[src/rtl/rv_pkg.sv]
// Shared constants for the operand fetch slice.
// XLEN data width, AW register index width.
package rv_pkg;

  localparam int XLEN = 32;
  localparam int AW   = 5;
  localparam int NREG = 1 << AW;

  localparam logic [AW-1:0] REG_ZERO = '0;

endpackage

[src/rtl/scoreboard.sv]
// Per-register busy bits with set-over-clear priority.
// Ports: CLK, CLR, clr_en/clr_idx, set_en/set_idx, busy.
module scoreboard
  import rv_pkg::*;
(
  input  logic            CLK,
  input  logic            CLR,
  input  logic            clr_en,
  input  logic [AW-1:0]   clr_idx,
  input  logic            set_en,
  input  logic [AW-1:0]   set_idx,
  output logic [NREG-1:0] busy
);

  logic [NREG-1:0] r_busy;
  logic [NREG-1:0] w_next;

  always_comb begin
    w_next = r_busy;
    if (clr_en) w_next[clr_idx] = 1'b0;
    if (set_en) w_next[set_idx] = 1'b1;
    w_next[REG_ZERO] = 1'b0;
  end

  always_ff @(posedge CLK) begin
    if (CLR) r_busy <= '0;
    else     r_busy <= w_next;
  end

  assign busy = r_busy;

endmodule

[src/rtl/operand_fetch.sv]
// Reads rs1/rs2 with writeback bypass, stalls on busy regs.
// Ports: in_* handshake, out_* bundle, wb_*, rf_*, busy.
module operand_fetch
  import rv_pkg::*;
(
  input  logic            CLK,
  input  logic            CLR,
  input  logic            in_valid,
  output logic            in_ready,
  input  logic [AW-1:0]   in_rs1,
  input  logic [AW-1:0]   in_rs2,
  input  logic [AW-1:0]   in_rd,
  input  logic            in_rd_we,
  output logic            out_valid,
  input  logic            out_ready,
  output logic [XLEN-1:0] out_rs1_val,
  output logic [XLEN-1:0] out_rs2_val,
  output logic [AW-1:0]   out_rd,
  output logic            out_rd_we,
  input  logic            wb_valid,
  input  logic [AW-1:0]   wb_rd,
  input  logic [XLEN-1:0] wb_data,
  output logic [AW-1:0]   rf_a1,
  output logic [AW-1:0]   rf_a2,
  input  logic [XLEN-1:0] rf_rd1,
  input  logic [XLEN-1:0] rf_rd2,
  output logic [AW-1:0]   rf_a3,
  output logic            rf_we3,
  output logic [XLEN-1:0] rf_wd3,
  output logic [NREG-1:0] busy
);

  logic            r_valid;
  logic [XLEN-1:0] r_v1;
  logic [XLEN-1:0] r_v2;
  logic [AW-1:0]   r_rd;
  logic            r_rd_we;

  logic [NREG-1:0] w_busy;
  logic            w_eq1, w_eq2, w_eqd;
  logic            w_hit1, w_hit2, w_hitd;
  logic            w_haz;
  logic            w_ready;
  logic            w_issue;
  logic            w_set;
  logic [XLEN-1:0] w_src1, w_src2;

  assign rf_a1  = in_rs1;
  assign rf_a2  = in_rs2;
  assign rf_a3  = wb_rd;
  assign rf_wd3 = wb_data;
  assign rf_we3 = wb_valid && (wb_rd != REG_ZERO);

  assign w_eq1 = wb_valid && (wb_rd == in_rs1);
  assign w_eq2 = wb_valid && (wb_rd == in_rs2);
  assign w_eqd = wb_valid && (wb_rd == in_rd);

  assign w_hit1 = w_eq1 && (in_rs1 != REG_ZERO);
  assign w_hit2 = w_eq2 && (in_rs2 != REG_ZERO);
  assign w_hitd = w_eqd && (in_rd != REG_ZERO);

  always_comb begin
    w_src1 = rf_rd1;
    if (in_rs1 == REG_ZERO) w_src1 = '0;
    else if (w_eq1)         w_src1 = wb_data;
  end

  always_comb begin
    w_src2 = rf_rd2;
    if (in_rs2 == REG_ZERO) w_src2 = '0;
    else if (w_eq2)         w_src2 = wb_data;
  end

  // A writeback landing this cycle releases its register.
  assign w_haz = (w_busy[in_rs1] && !w_hit1)
              || (w_busy[in_rs2] && !w_hit2)
              || (in_rd_we && w_busy[in_rd] && !w_hitd);

  assign w_ready = !w_haz && (!r_valid || out_ready);
  assign w_issue = in_valid && w_ready;
  assign w_set   = w_issue && in_rd_we && (in_rd != REG_ZERO);

  scoreboard u_sb (
    .CLK     (CLK),
    .CLR     (CLR),
    .clr_en  (wb_valid),
    .clr_idx (wb_rd),
    .set_en  (w_set),
    .set_idx (in_rd),
    .busy    (w_busy)
  );

  always_ff @(posedge CLK) begin
    if (CLR) begin
      r_valid <= 1'b0;
      r_v1    <= '0;
      r_v2    <= '0;
      r_rd    <= '0;
      r_rd_we <= 1'b0;
    end else if (w_issue) begin
      r_valid <= 1'b1;
      r_v1    <= w_src1;
      r_v2    <= w_src2;
      r_rd    <= in_rd;
      r_rd_we <= in_rd_we;
    end else if (out_ready) begin
      r_valid <= 1'b0;
    end
  end

  assign in_ready    = w_ready;
  assign out_valid   = r_valid;
  assign out_rs1_val = r_v1;
  assign out_rs2_val = r_v2;
  assign out_rd      = r_rd;
  assign out_rd_we   = r_rd_we;
  assign busy        = w_busy;

endmodule

[config.mk]
export PLATFORM = sky130hd
export DESIGN_NAME = operand_fetch
export DESIGN_NICKNAME = d
export VERILOG_FILES = /design/src/rtl/rv_pkg.sv /design/src/rtl/scoreboard.sv /design/src/rtl/operand_fetch.sv
export SDC_FILE = /design/constraint.sdc
export NUM_CORES = 1
export LEC_CHECK = 0
export CAP_MARGIN = 10
export CELL_PAD_IN_SITES_DETAIL_PLACEMENT = 2
export CELL_PAD_IN_SITES_GLOBAL_PLACEMENT = 2
export CORE_MARGIN = 2
export CORE_UTILIZATION = 22
export CTS_CLUSTER_DIAMETER = 100
export DETAILED_ROUTE_END_ITERATION = 8
export GPL_TIMING_DRIVEN = 0
export PLACE_DENSITY = 0.84
export SLEW_MARGIN = 20
export SYNTH_ARGS = -nofsm -noshare
export SYNTH_HDL_FRONTEND = slang
export SYNTH_SLANG_ARGS = --single-unit
[constraint.sdc]
create_clock -name CLK -period 2.5 [get_ports CLK]
set_input_delay 0.5 -clock CLK [delete_from_list [all_inputs] [get_ports CLK]]
set_output_delay 0.5 -clock CLK [all_outputs]
set_load 0.02 [all_outputs]
Yosys cells after proc, flatten, opt, wreduce, memory -nomap -nowiden

Cells that the tools add are included.

Flip-flop bits (word level): 103
Bits in latches: 0
RAM bits: 0
ROM bits: 0
Bits of input ports: 122
Output and inout bits: 152
Logic and storage cells: 69
Memories: 0

$add $sub $neg: 0
$mul: 0
Div/mod/pow operators: 0
Magnitude comparators: 6
Equal/unequal tests: 3
Shifts and indexed selects: 0
Muxes and demuxes: 18
Bitwise operators: 3
Reduce and logical (&&, ||, !) cells: 32

Operators by type and width:

| kind                                                                                 | count |
|---|---|
| 32-bit 2-to-1 mux                                                                    | 6 |
| 32-bit bitwise AND                                                                   | 1 |
| 32-bit inverter                                                                      | 1 |
| 32-bit bitwise OR                                                                    | 1 |
| 5-bit by 6-bit < comparator with 1-bit output (second input constant)                | 4 |
| 5-bit nonzero test                                                                   | 4 |
| 1-bit logical AND                                                                    | 17 |
| 1-bit binary-select mux with 5-bit select                                            | 3 |
| 5-bit equality test                                                                  | 3 |
| 1-bit demux with 5-bit select                                                        | 2 |
| 5-bit by 1-bit greater-or-equal comparator with 1-bit output (second input constant) | 2 |
| 5-bit zero test                                                                      | 2 |
| 1-bit 2-to-1 mux                                                                     | 7 |
| 1-bit zero test                                                                      | 5 |
| 1-bit logical OR                                                                     | 3 |
| 2-bit nonzero test                                                                   | 1 |

Longest topological paths before layout

Gate-level depths: netlist (run 1).

Word-level depth: 13
Gate-level depth with buffers: 11
Depth with buffers taken out: 8

Modules after synthesis

Synthesis (run 1) repeated with hierarchy kept, for this count alone.

Cell total of the unflattened synthesis: 698
Area, all modules: 6940.4 um2

By module, submodules not included:

| module        | times used | cells an instance | area an instance (um2) | seq. area each (um2) |
|---|---|---|---|---|
| operand_fetch | 1          | 542               | 5580.4                 | 1421.4 |
| scoreboard    | 1          | 156               | 1360.1                 | 620.6 |

Worst setup path before layout (run 1)

Ideal clock, no wire load.

Path kind: input to output
From: input in_rs2[0]
To: output in_ready
Data arrival time: 2125 ps
Path slack: -125 ps
Cell stages on the path: 5
Buffers on the path: 1
Cell sequence: buf_2 -> or4_1 -> a221o_1 -> o211ai_4 -> inv_2

Longest elaborated chain between the ends: 9
Elaborated cells on any way between the ends: 12
Classes of those cells: eq/ne (1); mux (2); reduce/logical (9)

RTL lines:

| item                                                                                              | RTL line            | text |
|---|---|---|
| start: declaration                                                                                | operand_fetch.sv:11 | `input logic [AW-1:0] in_rs2,` |
| parallel branches: the longest is 4 deep, another holds 1-bit binary-select mux with 5-bit select | n/a                 |  |
| 1-bit logical AND *                                                                               | operand_fetch.sv:76 | `\|\| (w_busy[in_rs2] && !w_hit2)` |
| 1-bit logical OR *                                                                                | operand_fetch.sv:76 |  |
| 1-bit logical OR *                                                                                | operand_fetch.sv:77 | `\|\| (in_rd_we && w_busy[in_rd] && !w_hitd);` |
| 1-bit zero test *                                                                                 | operand_fetch.sv:79 | `assign w_ready = !w_haz && (!r_valid \|\| out_ready);` |
| 1-bit logical AND *                                                                               | operand_fetch.sv:79 |  |
| end: declaration                                                                                  | operand_fetch.sv:9  | `output logic in_ready,` |

Mark *: on every way between the ends. The select of a mux whose other input is x is not followed.

Worst setup path after layout (run 1)

From: input in_rs1[0]
To: output in_ready

Longest elaborated chain between the ends: 9
Elaborated cells on any way between the ends: 12
Classes of those cells: eq/ne (1); mux (2); reduce/logical (9)

RTL lines:

| item                                                                                              | RTL line            | text |
|---|---|---|
| start: declaration                                                                                | operand_fetch.sv:10 | `input logic [AW-1:0] in_rs1,` |
| parallel branches: the longest is 4 deep, another holds 1-bit binary-select mux with 5-bit select | n/a                 |  |
| 1-bit logical AND *                                                                               | operand_fetch.sv:75 | `assign w_haz = (w_busy[in_rs1] && !w_hit1)` |
| 1-bit logical OR *                                                                                | operand_fetch.sv:76 |  |
| 1-bit logical OR *                                                                                | operand_fetch.sv:77 |  |
| 1-bit zero test *                                                                                 | operand_fetch.sv:79 |  |
| 1-bit logical AND *                                                                               | operand_fetch.sv:79 |  |

Marked as above.

==> summary.md, run 1 <==
| Metric | Value |
|---|---|
| Status | `finished, violations left` |
| Failing checks | `setup timing` |
| Design Area, Final | `10700 um2` |
| Global-route wire length before repair | `47.7 mm` |
| Worst hold margin | `0.473 ns` |
| Fraction of synthesized area in multiplexers | `17.9%` |
| CP Max Fanout | `5` |
| Num CTS Buffers | `9` |
| Area Overhead vs Synth | `61.7%` |
| Drt pass-1 iters | `4` |
| Critical Path Sink | `in_ready` |
| Power, Total | `4.69 mW` |
| Unique masters post-synth | `58` |
| Clk buf depth | `2` |
| Clock power share | `32.7%` |
| Worst Skew | `0.0134 ns` |
| Net Sw Frac | `33.8%` |
| Routability cong. | `0.822` |
| Post-synth top cells | `dfxtp_1 (102), mux2i_1 (79), nand2b_1 (67), or4_1 (67), o21ai_1 (64)` |
| Yosys warns | `0` |
| Tcrit/Tclk final | `106%` |
| Maximum VDD drop | `0.353 mV` |
| Combinational Power Share | `30.3%` |
| Beginning of the critical path | `in_rs1[0]` |
| Final net count | `1157` |
| H-tree Lvls | `3` |
| Ranking of synthesized cells by area | `dfxtp_1 (31%), mux2i_1 (12%), or4_1 (7.6%)` |
| Hold crit path type | `flop to flop` |
| Mapped cell area | `6630 um2` |
| Startpoint class of the critical path | `primary input` |
| Root buffer cell | `clkbuf_16` |
| Cell Chain, Critical Path | `buf_2, buf_8, mux4_2, nand3_1, nand4_1, o211ai_2, o211ai_4, inv_4, buf_6` |
| Reg-to-reg startpoint | `u_sb.busy[14]` |
| Delay-heaviest family, CP | `buffers and inverters` |
| Clock transition at path regs | `0.08 ns` |
| Flop-to-flop setup slack | `-0.12 ns` |
| Port bufs | `263` |
| Max-cap viol count | `0` |
| Synth top area share | `30.8%` |
| Vias in the first global route | `7659` |
| Residual DRC | `0` |
| Leak | `3.66 nW` |
| Kind of end point of the critical path | `output pin` |
| Final hold vios | `0` |
| Post-synthesis adder-cell area fraction | `0%` |
| Routed WL | `33.5 mm` |
| WP depth | `9` |
| Synthesized instance count | `740` |
| Ports | `274` |
| Post-CTS Hold Buffers | `0` |
| Total track usage | `20.0%` |
| Clock sinks | `102` |
| Via density | `5.01` |
| Post-Synth XOR/XNOR Area | `1.98%` |
| Final Util | `36.2%` |
| Setup TNS Final | `-2.32 ns` |
| Internal | `3.11 mW` |
| Antenna violations before repair | `1` |
| Die area | `31600 um2` |
| CP peak stage delay | `0.51 ns` |
| CP max stage cell | `mux4_2` |
| Mean routed wirelength per cell | `23.4 um` |
| Worst Max-Slew Pin Slew | `0.761 ns` |
| Synth Area in Simple Gates | `24.1%` |
| Post-synth EDFFs | `0` |
| Setup ws final | `-0.143 ns` |
| Post-synthesis register bit count | `102` |
| Post-DP HPWL | `25.3 mm` |
| Die W | `178 um` |
| Critical R2R Capture | `out_rs2_val[28]` |
| Count leader, synth | `dfxtp_1` |
| CTS tree | `built` |
| Asr flop ratio synth | `0%` |
| Synth Flop Type | `dfxtp_1` |
| Final ANT Viol Nets | `0` |
| Area leader, netlist | `dfxtp_1` |
| Worst-Skew Late Latency | `0.36 ns` |
| Worst reg-to-reg path cell count | `9` |
| Area after DPL | `9780 um2` |
| Slew headroom | `49.2%` |
| Starting DRC count in detailed routing | `313` |
| Reg power frac | `37.0%` |
| Arrival time worst endpoint | `2.14 ns` |
| Post-synthesis sequential area ratio | `30.8%` |
| Synthesized area per cell | `8.96 um2` |
| Largest family of logic cells by synthesized area | `simple AND/OR/NAND/NOR gates` |
| Pwr Density | `438 nW/um2` |
| CP Buf/Inv Count | `4` |
| Max Transition Viols Final | `0` |
| RSZ-0062 raised after global routing | `yes` |
| Critical path type | `primary input to output pin` |
| Initial core utilization | `22.4%` |
| Global route total overflow | `0` |
| Chip height | `178 um` |
| Share of layout cells above drive strength 1 | `20.8%` |
| Compound-Gate Fraction of Synth Area | `13.8%` |
| Setup Viol. Count Final | `41` |
| Post-Syn Nets | `862` |
| Total number of vias | `7176` |
| FP Rows | `63` |
| NetSw | `1.59 mW` |
| Min Tclk post-route | `2.64 ns` |
| Core area | `29600 um2` |
| Fmax | `0.378 GHz` |
| Req. time, crit path | `2.00 ns` |
| Largest net degree at the start of global routing | `22` |
## cells by family after synthesis
| kind of cell | count (synthesis) |
|---|---|
| AND/OR/NAND/NOR | 254 |
| XOR/XNOR | 15 |
| buffers and inverters | 122 |
| other | 1 |
| AO/OA/AOI/OAI | 148 |
| flip-flops | 102 |
| multiplexers | 98 |
## layer usage
metal	track usage, %	part of all wire (%)	vias up	wire, um
li1	-	-	3251	-
met1	24.1	41	3635	13700
met2	36.3	51	247	17100
met3	3.58	5.7	43	1900
met4	5.57	2.3	0	784
met5	0	0	-	0
## state kept, by name, indices dropped and copies added, names as in the netlist
name         count
out_valid        1
out_rd           5
out_rd_we        1
out_rs2_val     32
out_rs1_val     32
u_sb.busy       31
## layout by cell type, fill, tap and decap left out, types with 16 or more instances in the layout
cell type	count
clkbuf_1	25
mux2i_1	79
o21ai_1	65
nand2_1	26
clkdlybuf4s50_1	248
o31ai_2	16
buf_4	63
nor2b_1	22
mux4_2	16
nand3_1	17
dfxtp_1	90
or4_1	64
nand3b_1	22
buf_6	25
o21ai_0	24
nand2b_1	67
## metrics by stage
| stage | std cells | worst slack [ns] |
|---|---|---|
| floorplan | 740 | -0.00317 |
| global placement | 1393 | -1.64 |
| detailed placement | 1393 | -1.63 |
| CTS | 1418 | -0.174 |
| global route | 1431 | -0.200 |
| finish | 1431 | -0.143 |
## power by group through the flow
stage | combinational (mW) | sequential (mW) | clock [mW]
after CTS | 1.33 | 1.74 | 1.57
final | 1.42 | 1.74 | 1.53
after global placement | 1.26 | 1.77 | 0
after floorplan | 0.543 | 1.86 | 0
after global routing | 1.51 | 1.75 | 1.63
after detailed placement | 1.29 | 1.78 | 0
## tightest hold or removal path: cells and delay by family (launching register included)
| kind | cells | cell delay (ns) |
|---|---|---|
| AOI/OAI and AO/OA | 1 | 0.05 |
| DFF | 1 | 0.32 |
| and+or+nand+nor | 1 | 0.07 |
## cell type report
cell class | count | area [um2]
Tap cell | 390 | 488
Clock buffer | 9 | 225
Multi-Input combinational cell | 516 | 4100
Clock inverter | 7 | 90.1
Timing Repair Buffer | 284 | 2830
Antenna cell | 1 | 2.50
Inverter | 4 | 17.5
Sequential cell | 102 | 2060
Buffer | 118 | 916
Fill cell | 3244 | 18900
## worst min-delay path by stage
stage / startpoint / to / slack [ns] / depth (start not counted)
floorplan: out_rs1_val[10] / out_rs1_val[10] / 0.54 / 2
global placement: out_rs1_val[28] / out_rs1_val[28] / 0.45 / 2
detailed placement: out_rs1_val[16] / out_rs1_val[16] / 0.46 / 2
CTS: out_rs1_val[16] / out_rs1_val[16] / 0.47 / 2
global route: out_rs2_val[0] / out_rs2_val[0] / 0.50 / 2
finish: out_rs2_val[10] / out_rs2_val[10] / 0.47 / 2
## timing repair
item / in CTS / in global routing
setup buffers: 9 / 10
gates resized for setup: 92 / 97
endpoints found under the setup margin: 104 / 103
pin swaps: 13 / 19
gates cloned: 0 / 2
endpoints found under the hold margin: 0 / 0
No activity file was read; power rests on OpenSTA's default activity.
==> run 2, diff against run 1 <==
--- a/config.mk
+++ b/config.mk
@@ -6,14 +6,14 @@
 export NUM_CORES = 1
 export LEC_CHECK = 0
 export CAP_MARGIN = 10
-export CELL_PAD_IN_SITES_DETAIL_PLACEMENT = 2
-export CELL_PAD_IN_SITES_GLOBAL_PLACEMENT = 2
+export CELL_PAD_IN_SITES_DETAIL_PLACEMENT = 0
+export CELL_PAD_IN_SITES_GLOBAL_PLACEMENT = 1
 export CORE_MARGIN = 2
-export CORE_UTILIZATION = 22
+export CORE_UTILIZATION = 29
 export CTS_CLUSTER_DIAMETER = 100
 export DETAILED_ROUTE_END_ITERATION = 8
 export GPL_TIMING_DRIVEN = 0
-export PLACE_DENSITY = 0.84
+export PLACE_DENSITY = 0.86
 export SLEW_MARGIN = 20
 export SYNTH_ARGS = -nofsm -noshare
 export SYNTH_HDL_FRONTEND = slang
==> summary.md, run 2 (synthesized netlist as in run 1, its figures left out) <==
| Metric | Value |
|---|---|
| Status | `finished, violations left` |
| Failing checks | `setup timing` |
| Fmax | `0.382 GHz` |
| Final ANT Viol Nets | `0` |
| RSZ-0062 raised after global routing | `yes` |
| Global-route wire length before repair | `39.3 mm` |
| Post-CTS Hold Buffers | `0` |
| FILL cells | `2229` |
| Residual DRC | `0` |
| NetSw | `1.41 mW` |
| Vias in the first global route | `6641` |
| Total number of vias | `6844` |
| CTS tree | `built` |
| Max-cap viol count | `0` |
| Startpoint class of the critical path | `flop` |
| Design Area, Final | `10200 um2` |
| CP max stage cell | `mux4_2` |
| Worst Max-Slew Pin Slew | `0.654 ns` |
| Maximum VDD drop | `0.295 mV` |
| Area Overhead vs Synth | `54.3%` |
| Placed Cells | `1288` |
| Final hold vios | `0` |
| Cell Chain, Critical Path | `mux4_2, o21ai_1, o211a_1, a31o_2, o211ai_4, inv_4, buf_6` |
| Delay-heaviest family, CP | `compound AO/OA/AOI/OAI gates` |
| Ports | `274` |
| Final net count | `1150` |
| Arrival time worst endpoint | `2.12 ns` |
| Core area | `22600 um2` |
| Net Sw Frac | `31.0%` |
| Die W | `155 um` |
| Worst Skew | `0.0142 ns` |
| Req. time, crit path | `2.00 ns` |
| Drt pass-1 iters | `4` |
| Routability cong. | `0.861` |
| CP Buf/Inv Count | `2` |
| Largest net degree at the start of global routing | `20` |
| Tcrit/Tclk final | `105%` |
| H-tree Lvls | `3` |
| Power, Total | `4.54 mW` |
| Kind of end point of the critical path | `output pin` |
| Clk buf depth | `2` |
| Commonest non-fill, non-tap cell in the layout | `clkdlybuf4s50_1` |
| Total track usage | `21.1%` |
| Clock power share | `33.3%` |
| Slew headroom | `56.3%` |
| Total inserted antenna cells | `0` |
| CP Max Fanout | `5` |
| Worst-Skew Late Latency | `0.36 ns` |
| Min Tclk post-route | `2.62 ns` |
| Root buffer cell | `clkbuf_16` |
| Combinational Power Share | `28.4%` |
| Global route total overflow | `0` |
| Routed WL | `26.4 mm` |
| Post-DP HPWL | `20.4 mm` |
| Setup TNS Final | `-0.637 ns` |
| Mean routed wirelength per cell | `20.0 um` |
| Final Util | `45.3%` |
| Clock sinks | `102` |
| Most frequent cells in the layout | `clkdlybuf4s50_1 (248), dfxtp_1 (95), mux2i_1 (79)` |
| Setup Viol. Count Final | `13` |
| Pwr Density | `443 nW/um2` |
| Starting DRC count in detailed routing | `456` |
| Max Transition Viols Final | `0` |
| Clock transition at path regs | `0.07 ns` |
| Area after DPL | `9650 um2` |
| Share of layout cells above drive strength 1 | `17.4%` |
| Critical path type | `flop to output pin` |
| Setup ws final | `-0.118 ns` |
| Via density | `5.19` |
| CP peak stage delay | `0.50 ns` |
| Num CTS Buffers | `9` |
| Port bufs | `263` |
| Reg power frac | `38.2%` |
| Internal | `3.13 mW` |
| Hold crit path type | `flop to flop` |
| Antenna violations before repair | `0` |
| Leak | `3.53 nW` |
| Chip height | `155 um` |
| FP Rows | `55` |
| Initial core utilization | `29.4%` |
| Post-route insts no fill | `1318` |
| Die area | `24100 um2` |
-- run 2: final cells by class --
cell class	count	area [um2]	share of cell area (%)
multi-input combinational	516	3920	38.3
clock inverter	7	88.8	0.868
sequential	102	2060	20.1
inverter	4	17.5	0.171
tap	285	357	3.48
timing repair buffer	277	2710	26.4
buffer	118	860	8.40
clock buffer	9	225	2.20
-- run 2: layer usage --
layer	share of wire [%]	vias up	GRT usage (%)
met5	0	-	0
met4	2.4	0	6.55
met3	7.9	36	4.71
met2	49	285	36.2
met1	41	3274	26.5
li1	-	3249	-
-- run 2: worst reg2reg max path: stages (launching register included) --
cell and delay (ns):
dfxtp_1 0.38, mux4_2 0.50, o21ai_1 0.16, o211a_1 0.20, a31o_2 0.20, o211ai_4 0.12, buf_6 0.19, buf_6 0.15
or4_1 0.51, o21ai_1 0.10
-- run 2: metrics by stage --
step / setup slack, ns / hold slack [ns]
2_1_floorplan: -0.00317 / 0.540
3_3_place_gp: -1.57 / 0.451
3_5_place_dp: -1.58 / 0.454
4_1_cts: -0.124 / 0.467
5_1_grt: -0.160 / 0.481
6_report: -0.118 / 0.466
-- run 2: what timing repair did --
| action | CTS | global route |
|---|---|---|
| pin swaps | 14 | 11 |
| buffers inserted | 13 | 0 |
| gates cloned | 0 | 1 |
| gates resized for setup | 90 | 33 |
| setup endpoints to repair | 104 | 90 |
-- run 2: worst paths after layout --
path | cells past startpoint | end | start | slack [ns]
worst max-delay path | 7 | in_ready | u_sb.busy[7] | -0.12
worst min-delay path | 2 | out_rs1_val[5] | out_rs1_val[5] | 0.47
worst max register to register | 9 | out_rs1_val[12] | u_sb.busy[7] | -0.07
worst min register to register | 2 | out_rs1_val[5] | out_rs1_val[5] | 0.47
-- run 2: power by group through the flow --
| stage | clock network [mW] | logic [mW] | registers [mW] |
|---|---|---|---|
| after CTS | 1.55 | 1.28 | 1.73 |
| after global placement | 0 | 1.24 | 1.77 |
| after detailed placement | 0 | 1.24 | 1.78 |
| after global routing | 1.61 | 1.37 | 1.74 |
| final | 1.51 | 1.29 | 1.73 |
| after floorplan | 0 | 0.543 | 1.86 |
